## config.mk

```make
export PLATFORM = sky130hd
export DESIGN_NAME = id_ex_pipeline_reg
export DESIGN_NICKNAME = d
export VERILOG_FILES = /design/src/rtl/id_ex_pipeline_reg.sv
export SDC_FILE = /design/constraint.sdc
export NUM_CORES = 1
export LEC_CHECK = 0
export CORE_AREA = 2 2 129 131
export CTS_CLUSTER_SIZE = 30
export DETAILED_ROUTE_END_ITERATION = 10
export DIE_AREA = 0 0 131 133
export DONT_BUFFER_PORTS = 1
export GPL_ROUTABILITY_DRIVEN = 0
export HOLD_SLACK_MARGIN = 0.06
export REMOVE_ABC_BUFFERS = 1
export SYNTH_ARGS = -nofsm -noshare
export SYNTH_HDL_FRONTEND = slang
export SYNTH_SLANG_ARGS = --single-unit
```

## constraint.sdc

```tcl
create_clock -name clk -period 1.1 [get_ports clk]
set_input_delay 0.22 -clock clk [delete_from_list [all_inputs] [get_ports clk]]
set_output_delay 0.22 -clock clk [all_outputs]
set_load 0.02 [all_outputs]
```

## src/rtl/id_ex_pipeline_reg.sv

```systemverilog
// ============================================================================
// id_ex_pipeline_reg
// ----------------------------------------------------------------------------
// ID/EX pipeline register. It sits directly after the decode-stage flush
// gating. Each cycle it captures the decode control bundle, the operand,
// immediate and PC+4 fields and the register specifiers, and presents them to
// the EX stage. It supports three operations:
//   - hold   (id_stall): the current EX contents stay as they are
//   - bubble (ex_flush): the controls are cleared and the entry becomes invalid
//   - load: the ID inputs are captured
//
// Update priority on each rising edge: reset > ex_flush > id_stall > load.
// All outputs come straight from flops. There is no combinational path from
// any input to any output.
//
// Optional feature (macro IDEX_BUBBLE_CNT_EN): bubble_cnt counts inserted
// bubbles. A bubble is any non-reset edge with ex_flush=1, or a load
// (id_stall=0) with id_valid=0. The count wraps modulo 2^CNT_W. When the macro
// is undefined there are no counter flops and bubble_cnt is tied to 0.
//
// Ports:
//   clk, reset           clock; synchronous active-high reset
//   id_stall, ex_flush   hold / bubble requests
//   id_valid             decode stage holds a real instruction
//   ID_* (8 x 1b, ALUOp) gated decode controls
//   id_pc4/rdata1/rdata2/imm  DATA_W data fields
//   id_rs/rt/rd          REG_ADDR_W register specifiers
//   EX_*, ex_*           registered copies presented to EX
//   ex_valid             EX stage holds a real instruction
//   bubble_cnt           bubble count (zero without IDEX_BUBBLE_CNT_EN)
// ============================================================================
module id_ex_pipeline_reg #(
   parameter int DATA_W     = 32,
   parameter int REG_ADDR_W = 5,
   parameter int CNT_W      = 16
) (
   input  logic                  clk,
   input  logic                  reset,
   input  logic                  id_stall,
   input  logic                  ex_flush,
   input  logic                  id_valid,
   input  logic                  ID_RegDst,
   input  logic                  ID_ALUSrc,
   input  logic                  ID_MemtoReg,
   input  logic                  ID_RegWrite,
   input  logic                  ID_MemRead,
   input  logic                  ID_MemWrite,
   input  logic                  ID_Branch,
   input  logic                  ID_JRControl,
   input  logic [1:0]            ID_ALUOp,
   input  logic [DATA_W-1:0]     id_pc4,
   input  logic [DATA_W-1:0]     id_rdata1,
   input  logic [DATA_W-1:0]     id_rdata2,
   input  logic [DATA_W-1:0]     id_imm,
   input  logic [REG_ADDR_W-1:0] id_rs,
   input  logic [REG_ADDR_W-1:0] id_rt,
   input  logic [REG_ADDR_W-1:0] id_rd,
   output logic                  EX_RegDst,
   output logic                  EX_ALUSrc,
   output logic                  EX_MemtoReg,
   output logic                  EX_RegWrite,
   output logic                  EX_MemRead,
   output logic                  EX_MemWrite,
   output logic                  EX_Branch,
   output logic                  EX_JRControl,
   output logic [1:0]            EX_ALUOp,
   output logic [DATA_W-1:0]     ex_pc4,
   output logic [DATA_W-1:0]     ex_rdata1,
   output logic [DATA_W-1:0]     ex_rdata2,
   output logic [DATA_W-1:0]     ex_imm,
   output logic [REG_ADDR_W-1:0] ex_rs,
   output logic [REG_ADDR_W-1:0] ex_rt,
   output logic [REG_ADDR_W-1:0] ex_rd,
   output logic                  ex_valid,
   output logic [CNT_W-1:0]      bubble_cnt
);

   localparam int CTRL_W = 10;

   // Control bundle layout, MSB to LSB:
   // RegDst, ALUSrc, MemtoReg, RegWrite, MemRead, MemWrite, Branch, JRControl, ALUOp[1:0]
   logic [CTRL_W-1:0]     ctrl_in;

   logic [CTRL_W-1:0]     ctrl_d,   ctrl_q;
   logic [DATA_W-1:0]     pc4_d,    pc4_q;
   logic [DATA_W-1:0]     rdata1_d, rdata1_q;
   logic [DATA_W-1:0]     rdata2_d, rdata2_q;
   logic [DATA_W-1:0]     imm_d,    imm_q;
   logic [REG_ADDR_W-1:0] rs_d,     rs_q;
   logic [REG_ADDR_W-1:0] rt_d,     rt_q;
   logic [REG_ADDR_W-1:0] rd_d,     rd_q;
   logic                  valid_d,  valid_q;

   assign ctrl_in = {ID_RegDst, ID_ALUSrc, ID_MemtoReg, ID_RegWrite,
                     ID_MemRead, ID_MemWrite, ID_Branch, ID_JRControl, ID_ALUOp};

   // Next-state selection: flush beats stall, stall beats load
   always_comb begin
      ctrl_d   = ctrl_q;
      pc4_d    = pc4_q;
      rdata1_d = rdata1_q;
      rdata2_d = rdata2_q;
      imm_d    = imm_q;
      rs_d     = rs_q;
      rt_d     = rt_q;
      rd_d     = rd_q;
      valid_d  = valid_q;
      if (ex_flush) begin
         // The bubble still captures the data fields so that they are
         // deterministic. The cleared controls make it harmless.
         ctrl_d   = {CTRL_W{1'b0}};
         valid_d  = 1'b0;
         pc4_d    = id_pc4;
         rdata1_d = id_rdata1;
         rdata2_d = id_rdata2;
         imm_d    = id_imm;
         rs_d     = id_rs;
         rt_d     = id_rt;
         rd_d     = id_rd;
      end else if (id_stall) begin
         ctrl_d   = ctrl_q;
         valid_d  = valid_q;
      end else begin
         // Controls are taken as presented even when id_valid=0.
         // Downstream logic must qualify them with ex_valid.
         ctrl_d   = ctrl_in;
         valid_d  = id_valid;
         pc4_d    = id_pc4;
         rdata1_d = id_rdata1;
         rdata2_d = id_rdata2;
         imm_d    = id_imm;
         rs_d     = id_rs;
         rt_d     = id_rt;
         rd_d     = id_rd;
      end
   end

   // Pipeline register bank with synchronous reset
   always_ff @(posedge clk) begin
      if (reset) begin
         ctrl_q   <= {CTRL_W{1'b0}};
         pc4_q    <= {DATA_W{1'b0}};
         rdata1_q <= {DATA_W{1'b0}};
         rdata2_q <= {DATA_W{1'b0}};
         imm_q    <= {DATA_W{1'b0}};
         rs_q     <= {REG_ADDR_W{1'b0}};
         rt_q     <= {REG_ADDR_W{1'b0}};
         rd_q     <= {REG_ADDR_W{1'b0}};
         valid_q  <= 1'b0;
      end else begin
         ctrl_q   <= ctrl_d;
         pc4_q    <= pc4_d;
         rdata1_q <= rdata1_d;
         rdata2_q <= rdata2_d;
         imm_q    <= imm_d;
         rs_q     <= rs_d;
         rt_q     <= rt_d;
         rd_q     <= rd_d;
         valid_q  <= valid_d;
      end
   end

   assign EX_RegDst    = ctrl_q[9];
   assign EX_ALUSrc    = ctrl_q[8];
   assign EX_MemtoReg  = ctrl_q[7];
   assign EX_RegWrite  = ctrl_q[6];
   assign EX_MemRead   = ctrl_q[5];
   assign EX_MemWrite  = ctrl_q[4];
   assign EX_Branch    = ctrl_q[3];
   assign EX_JRControl = ctrl_q[2];
   assign EX_ALUOp     = ctrl_q[1:0];
   assign ex_pc4       = pc4_q;
   assign ex_rdata1    = rdata1_q;
   assign ex_rdata2    = rdata2_q;
   assign ex_imm       = imm_q;
   assign ex_rs        = rs_q;
   assign ex_rt        = rt_q;
   assign ex_rd        = rd_q;
   assign ex_valid     = valid_q;

`ifdef IDEX_BUBBLE_CNT_EN
   logic [CNT_W-1:0] cnt_d, cnt_q;

   // A bubble enters EX on a flush, or on a load of an invalid decode slot
   always_comb begin
      cnt_d = cnt_q;
      if (ex_flush || (!id_stall && !id_valid)) begin
         cnt_d = cnt_q + {{(CNT_W-1){1'b0}}, 1'b1};
      end else begin
         cnt_d = cnt_q;
      end
   end

   // Bubble counter register, wraps naturally at 2^CNT_W
   always_ff @(posedge clk) begin
      if (reset) begin
         cnt_q <= {CNT_W{1'b0}};
      end else begin
         cnt_q <= cnt_d;
      end
   end

   assign bubble_cnt = cnt_q;
`else
   assign bubble_cnt = {CNT_W{1'b0}};
`endif

endmodule
```

==> flow_summary.yaml, run 1 <==
run_status:
  status: "finished with violations"
  violations: "hold timing"
power:
  pwr_density_cell_nw_per_um2: 1494
  power.static_leakage_nw: 3.273
  max-vdd-ir-drop_mv: 0.9887
sta:
  final.period_utilization: 0.9575
  layout_setup_ws_ps: 46.78
  min_cycle_time_layout_ps: 1053
  achievable-frequency_mhz: 949.5
  rsz0062_at_grt: "false"
  fin_skew_ps: 0
  hold_violations: 6
  drv_slew: 0
  final-setup-viol-count: 0
  fin_worst_hold_slack_ps: -26.79
  setup_tns_ps: 0
finish:
  fillCellCount: 1315
  num-nets-final: 959
  drive_above_1_share: 0.2303
  area_growth_syn_to_layout_pct: 30.69
routing:
  dr_total_vias: 5594
  drt-vias-per-instance: 5.415
  post-route-drc-count: 0
  detail_route.wirelength_mm: 18.86
  drt-initial-drc-count: 285
  antenna_violating_nets_post_route: 0
  avgRoutedWirePerCell_um: 18.26
  drt_first_pass_iters: 5
yosys:
  synth_area_leaders: "sky130_fd_sc_hd__dfxtp_1 (44%), sky130_fd_sc_hd__nand4bb_1 (23%), sky130_fd_sc_hd__nand2b_1 (13%)"
  postSynth.topFlopCell: "sky130_fd_sc_hd__dfxtp_1"
  post_synth_instance_area_um2: 7032
  yosys.cell_count.top_type: "sky130_fd_sc_hd__dfxtp_1"
  async_flop_share: 0
  yosysWarnings: 0
  synth_top_area_share: 0.4384
  netlist_top_cells_count: "sky130_fd_sc_hd__dfxtp_1 (154), sky130_fd_sc_hd__nand2b_1 (143), sky130_fd_sc_hd__nand4bb_1 (143), sky130_fd_sc_hd__o21ai_1 (143), sky130_fd_sc_hd__clkbuf_1 (47)"
  ys_ff_latch: 154
  synth_enable_flop_cells: 0
  synth_top_cell_by_area: "sky130_fd_sc_hd__dfxtp_1"
  post_synth_num_cell_types: 15
  yosysSeqAreaShare: 0.4384
  post_synth_inst_count: 706
  syn_area_per_cell_um2: 9.960
worst_setup_path:
  worstPathArrival_ps: 830
  critical_path.endpoint_type: "primary output"
  worst_path_class_setup: "reg2out"
  wp_data_required_ps: 880
  start_kind: "register"
  worstPathMaxFanout: 2
floorplanning:
  rows: 47
  coreArea_um2: 16170
  fp.dieH_um: 133
  initial_core_utilization: 0.4348
  fp.dieArea_um2: 17420
  die_w_um: 131
  num_io_pins: 328
placed_design:
  place.detailed.hpwl_mm: 10.30
  portBuffers: 0
  dp_slack_ps: 89.22
global_route:
  total_grt_usage: 0.2037
  grt.overflow.total: 0
  grt_pass1_vias: 5505
  global_route_wire_length_before_repair_mm: 28.26
  grt_antenna_before_repair: 1
  pin_count_of_the_biggest_net_entering_global_routing: 288
cts:
  clk-insertion-delay-late_ps: 410
  cts_h_tree_depth: 4
  clock_path_buffers: 2
  clkTransAtPathRegs_ps: 60
  cts_sinks: 154
  number_of_buffers_created_by_cts: 17
  post-cts-setup-buffers: 0
  clock-root-buffer: "sky130_fd_sc_hd__clkbuf_16"
  cts_tree: "yes"
min_path:
  hp-class: "in2reg"
job:
  count_of_maximum_capacitance_violations: 0
power breakdown:
| part | leakage, nW | switching (mW) | internal (mW) |
|---|---|---|---|
| logic | 1.67 | 0.428 | 0.826 |
| registers | 1.33 | 0.718 | 6.02 |
| clock network | 0.278 | 2.18 | 3.56 |
area by class of cell:
class                      instances  area, um2  area share
multi-input combinational        469       3452      0.3756
timing repair buffer             159       1604      0.1745
sequential                       154       3276      0.3564
antenna                            1      2.502   0.0002723
tap                              220      275.3     0.02995
clock inverter                     6      88.84    0.009666
clock buffer                      24      491.7     0.05351
through the flow:
step / utilization / power, mW / cell area [um2] / cells
6_report: 0.5683 / 13.73 / 9190 / 1033
5_1_grt: 0.5683 / 14.27 / 9190 / 1033
4_1_cts: 0.5665 / 13.88 / 9161 / 1031
3_5_place_dp: 0.4250 / 7.560 / 6873 / 848
3_3_place_gp: 0.4250 / 7.525 / 6873 / 848
2_1_floorplan: - / 7.354 / 6528 / 623
final timing paths:
kind                            cells past startpoint       endpoint     startpoint  slack [ps]
worst max-delay path                                0  ex_rdata2[28]  ex_rdata2[28]          50
worst min-delay path                                2     ex_imm[19]          reset         -30
worst max register to register                      2      ctrl_q[0]      ctrl_q[0]         320
worst min register to register                      2       ex_rt[4]       ex_rt[4]         550
cells by family after synthesis:
kind of cell	synth area share
mux	0.01566
compound gates	0.1018
buf+inv	0.07972
flops	0.4384
other cells	0.0005333
simple gates	0.3639
repair_timing:
item,in CTS,in global routing
hold endpoints to repair,154,147
hold buffers,153,1
gates resized for setup,141,13
endpoints found under the setup margin,141,13
flip-flops by register name, summed over array words and instances (netlist names):
| name | count |
|---|---|
| ex_rd | 5 |
| ex_rt | 5 |
| ctrl_q | 10 |
| ex_rs | 5 |
| ex_imm | 32 |
| ex_rdata2 | 32 |
| ex_valid | 1 |
| ex_rdata1 | 32 |
| ex_pc4 | 32 |
placed cells by master (no fill, tap or decap), drive strengths merged:
cell           n
dfxtp        154
dlygate4sd3  154
nand2b       143
nand4bb      143
o21ai        143
clkbuf        24
conb          16
mux2i         11
nor2          11
buf            5
bufinv         2
clkinvlp       2
clkinv         2
diode          1
or2            1
nor2b          1
per-layer routing:
layer	track usage	part of all wire
met1	0.2294	0.39
met3	0.07359	0.088
met5	0	0
met2	0.3417	0.50
met4	0.09161	0.027
No activity file was read; power rests on OpenSTA's default activity.
==> run 2, diff against run 1 <==
--- a/config.mk
+++ b/config.mk
@@ -13,6 +13,7 @@
 export GPL_ROUTABILITY_DRIVEN = 0
 export HOLD_SLACK_MARGIN = 0.06
 export REMOVE_ABC_BUFFERS = 1
+export SETUP_SLACK_MARGIN = 0.1
 export SYNTH_ARGS = -nofsm -noshare
 export SYNTH_HDL_FRONTEND = slang
 export SYNTH_SLANG_ARGS = --single-unit
==> run 2 against run 1 <==
Compared with the run above: the run still ends with hold timing left; largest cell class is now registers; critical path depth unchanged; via count rose by 1.1%; clock power is essentially flat; register-to-register slack improved by 20 ps; sequential cell count did not move; sequential power fell by 3%; critical path type unchanged; die area stayed put; largest power group unchanged.
==> flow_summary.yaml, run 2 (synthesized netlist as in run 1, its figures left out) <==
cts:
  post-cts-setup-buffers: 0
  cts_sinks: 154
  cts_h_tree_depth: 4
  clkTransAtPathRegs_ps: 60
  clock_path_buffers: 2
  clock-root-buffer: "sky130_fd_sc_hd__clkbuf_16"
  cts_tree: "yes"
  clk-insertion-delay-late_ps: 410
  number_of_buffers_created_by_cts: 17
worst_setup_path:
  r2r_end: "ctrl_q[0]"
  start_kind: "register"
  worstPathArrival_ps: 810
  critical_path.endpoint_type: "primary output"
  r2r_start: "ctrl_q[0]"
  worstRegToRegCells: 2
  worstPathMaxFanout: 2
  r2r_setup_slack_ps: 340
  wp_data_required_ps: 880
  worst_path_class_setup: "reg2out"
sta:
  rsz0062_at_grt: "true"
  min_cycle_time_layout_ps: 1029
  achievable-frequency_mhz: 972.3
  final.period_utilization: 0.9350
  drv_slew: 0
  final-setup-viol-count: 0
  fin_skew_ps: 0
  fin_worst_hold_slack_ps: -22.83
  hold_violations: 6
routing:
  drt-initial-drc-count: 363
  dr_total_vias: 5655
  avgRoutedWirePerCell_um: 19.10
  post-route-drc-count: 0
  detail_route.wirelength_mm: 19.71
  antenna_violating_nets_post_route: 0
  drt-vias-per-instance: 5.480
  drt_first_pass_iters: 4
placed_design:
  portBuffers: 0
  place.detailed.hpwl_mm: 10.30
  numPlacedInstances: 848
floorplanning:
  fp.dieH_um: 133
  rows: 47
  fp.dieArea_um2: 17420
  coreArea_um2: 16170
  num_io_pins: 328
  initial_core_utilization: 0.4348
  die_w_um: 131
run_status:
  violations: "hold timing"
  status: "finished with violations"
global_route:
  pin_count_of_the_biggest_net_entering_global_routing: 288
  grt_pass1_vias: 5734
  grt.overflow.total: 0
  global_route_wire_length_before_repair_mm: 29.67
  grt_antenna_before_repair: 0
  total_grt_usage: 0.2149
power:
  pwr_density_cell_nw_per_um2: 1420
  max-vdd-ir-drop_mv: 0.9840
  total_power_mw: 13.59
  power.static_leakage_nw: 3.321
min_path:
  hp-class: "in2reg"
  min-delay-start: "id_stall"
  min_path_cells: 2
  hold-path-endpoint: "ex_rdata2[4]"
finish:
  diodes: 0
  area_growth_syn_to_layout_pct: 36.14
  num-nets-final: 959
  drive_above_1_share: 0.2303
  most-common-layout-cells: "sky130_fd_sc_hd__dfxtp_4 (154), sky130_fd_sc_hd__dlygate4sd3_1 (154), sky130_fd_sc_hd__nand2b_1 (143), sky130_fd_sc_hd__nand4bb_1 (143), sky130_fd_sc_hd__o21ai_1 (143)"
  final-instance-count-excl-fill: 1032
  fillCellCount: 1276
job:
  count_of_maximum_capacitance_violations: 0
run 2: area by class of cell:
class                      count  area [um2]  share of cell area
clock buffer                  24       491.7             0.05137
timing repair buffer         159        1604              0.1676
clock inverter                 6       88.84            0.009280
tap                          220       275.3             0.02875
multi-input combinational    469        3452              0.3606
sequential                   154        3661              0.3824
run 2: report_power, final:
part	switching (mW)	leakage (nW)	internal, mW
clock	2.21	0.278	3.56
combinational	0.439	1.67	0.827
sequential	0.721	1.37	5.84
total	3.37	3.32	10.2
run 2: repair_timing:
action                     in CTS  in global routing
hold buffers                  153                  1
hold endpoints to repair      154                148
setup endpoints to repair     154                154
resized for setup             308                  0
gates cloned                    0                  0
run 2: metrics by stage:
stage	area (um2)	hold slack [ps]	setup WS (ps)	utilization	setup TNS, ps
after CTS	9563	-51.08	43.47	0.5913	0
after global routing	9573	-46.71	33.38	0.5920	0
after global placement	6873	367.5	140.0	0.4250	0
final	9573	-22.83	71.49	0.5920	0
after detailed placement	6873	370.9	89.22	0.4250	0
after floorplan	6528	363.9	-4217	-	-603080
run 2: layer usage:
metal  part of all wire  GRT usage  up-vias
met4              0.024    0.09220        0
met5                  0          0        -
met1               0.38     0.2287     2714
met2               0.51     0.3785      232
li1                   -          -     2668
met3              0.085    0.07643       41
run 2: how the worst max path moves through the flow:
stage	start	to	slack (ps)	cells past startpoint
floorplan	ex_flush	ex_imm[0]	-4220	2
global placement	id_stall	ex_pc4[10]	140	3
detailed placement	id_stall	ex_imm[23]	90	3
CTS	ex_rdata2[28]	ex_rdata2[28]	40	0
global route	ex_rdata2[28]	ex_rdata2[28]	30	0
finish	ctrl_q[0]	EX_ALUOp[0]	70	0
